[src/rtl/bcd_to_bin_converter_if.sv]
// Handshake bundle between a BCD producer, the converter and a binary consumer.
interface bcd_to_bin_converter_if #(
    parameter int DIGITS = 3,
    parameter int BIN_W  = 10
);
    logic                  in_valid;
    logic                  in_ready;
    logic [4*DIGITS-1:0]   bcd_in;
    logic                  out_valid;
    logic                  out_ready;
    logic [BIN_W-1:0]      bin_out;
    logic                  err;

    // Producer/consumer side: offers BCD words and accepts binary results.
    modport master (
        output in_valid,
        output bcd_in,
        output out_ready,
        input  in_ready,
        input  out_valid,
        input  bin_out,
        input  err
    );

    // Converter side.
    modport slave (
        input  in_valid,
        input  bcd_in,
        input  out_ready,
        output in_ready,
        output out_valid,
        output bin_out,
        output err
    );
endinterface

[src/rtl/bcd_to_bin_converter.sv]
// Packed BCD to unsigned binary, one digit per cycle, most significant digit first.
//
//   state | meaning
//   IDLE  | waiting for a word; in_ready follows ena
//   CONV  | folding one digit per enabled cycle into acc (acc*10 + digit)
//   DONE  | result presented on bin_out/err until out_ready retires it
module bcd_to_bin_converter #(
    parameter int DIGITS = 3,
    parameter int BIN_W  = 10
) (
    input  logic                      clk,
    input  logic                      rst_n,
    input  logic                      ena,
    bcd_to_bin_converter_if.slave     bus
);
    localparam int SR_W  = 4 * DIGITS;
    localparam int CNT_W = (DIGITS > 1) ? $clog2(DIGITS) : 1;

    typedef enum logic [1:0] {
        IDLE = 2'd0,
        CONV = 2'd1,
        DONE = 2'd2
    } state_t;

    state_t            state;
    logic [SR_W-1:0]   sreg;
    logic [BIN_W-1:0]  acc;
    logic [CNT_W-1:0]  cnt;
    logic              err_pend;
    logic              out_valid_r;
    logic [BIN_W-1:0]  bin_r;
    logic              err_r;

    logic [3:0]        top_digit;
    logic [BIN_W-1:0]  acc_next;
    logic              bad_digit;

    assign top_digit = sreg[SR_W-1 -: 4];
    // acc*10 without a multiplier; wraps silently, only matters for illegal input.
    assign acc_next  = (acc << 3) + (acc << 1) + BIN_W'(top_digit);

    // Flag any nibble outside 0..9 in the word being offered.
    always_comb begin
        bad_digit = 1'b0;
        for (int i = 0; i < DIGITS; i++) begin
            if (bus.bcd_in[4*i +: 4] > 4'd9) begin
                bad_digit = 1'b1;
            end
        end
    end

    assign bus.in_ready  = (state == IDLE) && ena;
    assign bus.out_valid = out_valid_r;
    assign bus.bin_out   = bin_r;
    assign bus.err       = err_r;

    // Sequencer and datapath; everything holds while ena is low.
    always_ff @(posedge clk or negedge rst_n) begin
        if (!rst_n) begin
            state       <= IDLE;
            sreg        <= '0;
            acc         <= '0;
            cnt         <= '0;
            err_pend    <= 1'b0;
            out_valid_r <= 1'b0;
            bin_r       <= '0;
            err_r       <= 1'b0;
        end else if (ena) begin
            case (state)
                IDLE: begin
                    if (bus.in_valid) begin
                        sreg     <= bus.bcd_in;
                        acc      <= '0;
                        cnt      <= '0;
                        err_pend <= bad_digit;
                        state    <= CONV;
                    end
                end
                CONV: begin
                    acc  <= acc_next;
                    sreg <= sreg << 4;
                    cnt  <= cnt + 1'b1;
                    if (cnt == CNT_W'(DIGITS - 1)) begin
                        bin_r       <= err_pend ? '0 : acc_next;
                        err_r       <= err_pend;
                        out_valid_r <= 1'b1;
                        state       <= DONE;
                    end
                end
                DONE: begin
                    if (bus.out_ready) begin
                        out_valid_r <= 1'b0;
                        state       <= IDLE;
                    end
                end
                default: begin
                    out_valid_r <= 1'b0;
                    state       <= IDLE;
                end
            endcase
        end
    end
endmodule

[src/flat_wrapper.sv]
// flat-port wrapper written by rule: the top's interface ports become plain ports
module bcd_to_bin_converter_flat 
#(
    parameter int DIGITS = 3,
    parameter int BIN_W  = 10
)
  (clk, rst_n, ena, bus_in_valid, bus_bcd_in, bus_out_ready, bus_in_ready, bus_out_valid, bus_bin_out, bus_err);
  bcd_to_bin_converter_if #(.DIGITS(DIGITS), .BIN_W(BIN_W)) bus_i ();
  input  logic clk;
  input  logic rst_n;
  input  logic ena;
  input wire logic [$bits(bus_i.in_valid)-1:0] bus_in_valid;
  input wire logic [$bits(bus_i.bcd_in)-1:0] bus_bcd_in;
  input wire logic [$bits(bus_i.out_ready)-1:0] bus_out_ready;
  output wire logic [$bits(bus_i.in_ready)-1:0] bus_in_ready;
  output wire logic [$bits(bus_i.out_valid)-1:0] bus_out_valid;
  output wire logic [$bits(bus_i.bin_out)-1:0] bus_bin_out;
  output wire logic [$bits(bus_i.err)-1:0] bus_err;
  assign bus_i.in_valid = bus_in_valid;
  assign bus_i.bcd_in = bus_bcd_in;
  assign bus_i.out_ready = bus_out_ready;
  assign bus_in_ready = bus_i.in_ready;
  assign bus_out_valid = bus_i.out_valid;
  assign bus_bin_out = bus_i.bin_out;
  assign bus_err = bus_i.err;
  bcd_to_bin_converter #(.DIGITS(DIGITS), .BIN_W(BIN_W)) u_core (.clk(clk), .rst_n(rst_n), .ena(ena), .bus(bus_i));
endmodule
[config.mk]
export PLATFORM = sky130hd
export DESIGN_NAME = bcd_to_bin_converter_flat
export DESIGN_NICKNAME = d
export VERILOG_FILES = /design/src/rtl/bcd_to_bin_converter_if.sv /design/src/rtl/bcd_to_bin_converter.sv /design/src/flat_wrapper.sv
export SDC_FILE = /design/constraint.sdc
export NUM_CORES = 1
export LEC_CHECK = 0
export CORE_MARGIN = 4
export CORE_UTILIZATION = 53
export DETAILED_ROUTE_END_ITERATION = 12
export PLACE_DENSITY_LB_ADDON = 0.08
export REMOVE_ABC_BUFFERS = 1
export SETUP_SLACK_MARGIN = 0.2
export SKIP_CTS_REPAIR_TIMING = 1
export SYNTH_ARGS = -nofsm -noshare
export SYNTH_HDL_FRONTEND = slang
export SYNTH_SLANG_ARGS = --single-unit
[constraint.sdc]
create_clock -name clk -period 2.9 [get_ports clk]
set_clock_uncertainty 0.05 [all_clocks]
set_input_delay 0.58 -clock clk [delete_from_list [all_inputs] [get_ports clk]]
set_output_delay 0.58 -clock clk [all_outputs]
set_load 0.02 [all_outputs]
==> results <==
- The run finished with clean final reports.
- For this run, design rule violations remaining after detail routing come to 0.
- The final critical-path share of the clock period is 0.884.
- The switching share of power is 0.406.
- The via count of the first global-routing pass was 1568.
- Input and output buffers added on the ports amount to 29.
- The mean post-synth cell area is 10.4 µm².
- The static power due to leakage is 1.12 nW.
- The detailed router's first-iteration violation count is 89.
- The antenna diode instance count is 0.
- The net switching power is 1.09 mW.
- At the end of the flow, the number of nets in the layout was 255.
- The area growth from synthesis to layout is 22.1%.
- For the final routed database, the setup TNS stands at 0 ns.
- The worst setup path is launched from an input port.
- The layout has 284 filler cells.
- The buffer type at the clock tree root is sky130_fd_sc_hd__clkbuf_8.
- The number of instances in the placed design is 260.
- TritonCTS built the clock tree.
- The min-delay analysis places its worst path in the category in2async.
- The setup path with the least slack is of type in2out.
- The proportion of power drawn by combinational gates is 0.495.
- In the global route stage, met3 resource usage came out at 0.0538.
- The initial antenna violation count was 0.
- The reg-to-reg critical path startpoint is u_core.acc[0]$_DFFE_PN0P_.
- The number of pins with negative max-slew slack in the final report is 0.
- The max-capacitance violation count is 0.
- The most common cell after layout, fill and taps aside is sky130_fd_sc_hd__dfrtp_1.
- The footprint of the multi-input gates is 963 µm².
- The pre-antenna-repair detailed-routing pass consisted of 4 iterations.
- The overall power consumption is 2.68 mW.
- Summed over all instances, the cell type with the most area after synthesis is sky130_fd_sc_hd__dfrtp_1.
- The die extent in y is 69.2 µm.
- The count of cell types in the netlist is 36.
- The latest clock arrival within the worst-skew pair is 0.29 ns.
- The via density per instance is 5.68.
- For met1 alone, demand over resource in global routing was 0.223.
- Buffers inserted during clock tree synthesis total 5.
- The number of top-level design ports is 30.
- The area share of the leading cell type in the synthesized netlist is 0.480.
- Of the cells placed in the final design, the portion with a size suffix greater than 1 is 0.0676.
- The power per standard cell area is 1110 mW/mm².
- The pin count of the biggest net entering global routing is 39.
- The most congested layer reported by global routing is met2.
- During synthesis, Yosys emitted a total of 0 warnings.
- The cell-internal power is 1.59 mW.
- The peak supply drop is 0.609 mV.
- The worst setup path is captured at an output pin.
- The required time at the endpoint of the critical path is 2.27 ns.
- The via total after detailed routing is 1521.
- The sequential element share of the synthesized area is 0.480.
- The number of failing hold endpoints at the final stage came to 0.
- By area the synthesized netlist is led by sky130_fd_sc_hd__dfrtp_1 (48%), sky130_fd_sc_hd__ha_1 (9.5%), sky130_fd_sc_hd__a22o_1 (6.2%).
- Tracing the worst setup path back leads to its startpoint at ena.
- Of the total power, the clock network draws 0.166.
- The final count of negative-setup-slack endpoints is 0.
- Setup repair after global routing left no endpoint under its margin.
- The remaining number of nets flagged by the antenna check after routing is 0.
- The cell area after synthesis is 0.00198 mm².
- Of all nets on the critical path, the largest fanout is 2.
- The initial utilization of the core area, before any placement, comes to 0.571.
- The worst slew slack as a fraction of its limit is 0.452.
- For the finished layout, the period the worst path requires is 2.56 ns.
- The area of the die is 0.00478 mm².
- The H-tree depth is 2.
- The global-route wire length before repair is 7.18 mm.
- The global routing met2 resource utilization is 0.310.
- The number of cells produced by synthesis is 191.
- In this run the deepest clock path goes through 2 buffers.
- The congestion estimate from routability-driven global placement came to 0.968.
- The chip width is 69.2 µm.
- For the worst setup path, the data arrival time is 1.93 ns.
- For this design, the sink count on the clock tree is 38.
- The share of total power in sequential cells is 0.339.
- The top cell types in the final layout, fill and taps aside, are sky130_fd_sc_hd__dfrtp_1 (38), sky130_fd_sc_hd__clkdlybuf4s50_1 (28), sky130_fd_sc_hd__nand2_1 (27).
- The core outline area is 0.00347 mm².
- Counting flops and latches in the post-synthesis netlist gives 38.
- The total routed wirelength is 4.03 mm.
- The final instance count without filler cells is 268.
- In the final layout, flip-flops and latches occupy 951 µm².
- The total routing resource utilization after global routing is 0.186.
- For the pin with the worst max-slew slack, the measured transition is 0.822 ns.
- The remaining global-route overflow is 0.
- Setup slack on the worst reg-to-reg path comes out at 0.42 ns.
- The average wire length per cell after detail routing is 15.1 µm.
- Static timing analysis puts the maximum clock frequency at 390 MHz.
- The total number of placement rows is 21.
- Clock-pin slew was measured on the worst setup and hold paths at 0.07 ns.
- The HPWL after detailed placement is 3.01 mm.
power by group through the flow:
| stage | clock (mW) | combinational [mW] | sequential [mW] |
|---|---|---|---|
| after global routing | 0.488 | 1.50 | 0.936 |
| after CTS | 0.457 | 1.34 | 0.907 |
| final | 0.445 | 1.33 | 0.908 |
| after detailed placement | 0 | 1.34 | 0.916 |
| after floorplan | 0 | 0.898 | 0.933 |
| after global placement | 0 | 1.30 | 0.902 |
sequential cells by signal, indices dropped and copies added (netlist names):
name                  count
u_core.sreg              12
u_core.bus.bin_out       10
u_core.acc                9
u_core.cnt                2
u_core.state              2
u_core.bus.err            1
u_core.bus.out_valid      1
u_core.err_pend           1
cells in the mapped netlist (all sizes together):
cell	n
o41ai	1
nor3b	3
clkbuf	5
buf	4
nand4b	2
nand2	27
o211ai	1
or4b	1
xor2	2
o21ai	24
ha	15
o21a	2
a211oi	2
nand3	2
mux2	1
nor4b	1
nand2b	4
a22o	14
dfrtp	38
o31ai	2
a21oi	5
and2	2
a21o	2
nor3	1
a31oi	3
nand4	1
nor2b	1
inv	8
o22ai	9
nor2	3
fa	2
xnor2	3
worst max-delay path, stage by stage:
cell and delay, ns:
sky130_fd_sc_hd__clkdlybuf4s50_1 0.47, sky130_fd_sc_hd__nor3b_1 0.23, sky130_fd_sc_hd__clkdlybuf4s50_1 0.66
final timing paths:
path / endpoint / cells after the start
worst max-delay path: bus_in_ready / 3
worst min-delay path: u_core.bus.bin_out[9]$_DFFE_PN0P_ / 1
worst max register to register: u_core.bus.bin_out[8]$_DFFE_PN0P_ / 8
worst min register to register: u_core.sreg[7]$_DFFE_PN0P_ / 2
max in group asynchronous: u_core.acc[3]$_DFFE_PN0P_ / 1
min in group clk: u_core.sreg[7]$_DFFE_PN0P_ / 2
logic make-up after synthesis:
| group | count (synthesis) | share of synthesized area |
|---|---|---|
| AOI/OAI and AO/OA | 65 | 0.211 |
| and+or+nand+nor | 48 | 0.132 |
| DFF | 38 | 0.480 |
| buffers and inverters | 17 | 0.0341 |
| adders and majority gates | 17 | 0.115 |
| xor gates and xnor gates | 5 | 0.0221 |
| muxes | 1 | 0.00568 |
per-stage QoR:
step                      cell area, µm²  hold WS, ns  setup slack [ns]  utilization
after floorplan                     1940        0.234             0.299            -
after global placement              2310        0.413             0.339        0.666
after detailed placement            2310        0.424             0.334        0.666
after CTS                           2420        0.362             0.315        0.698
after global routing                2420        0.381             0.252        0.698
final                               2420        0.328             0.337        0.698
final cells by class:
cell class | count | area share
inverter | 8 | 0.0124
clock buffer | 6 | 0.0300
multi-input combinational | 136 | 0.398
sequential | 38 | 0.393
timing repair buffer | 32 | 0.127
tap | 46 | 0.0238
clock inverter | 2 | 0.0155
metal layers:
metal	wire [µm]	part of all wire
met1	1830	0.45
met2	1960	0.48
met3	168	0.042
met4	80	0.020
met5	0	0
Power figures use the tool's default switching activity.
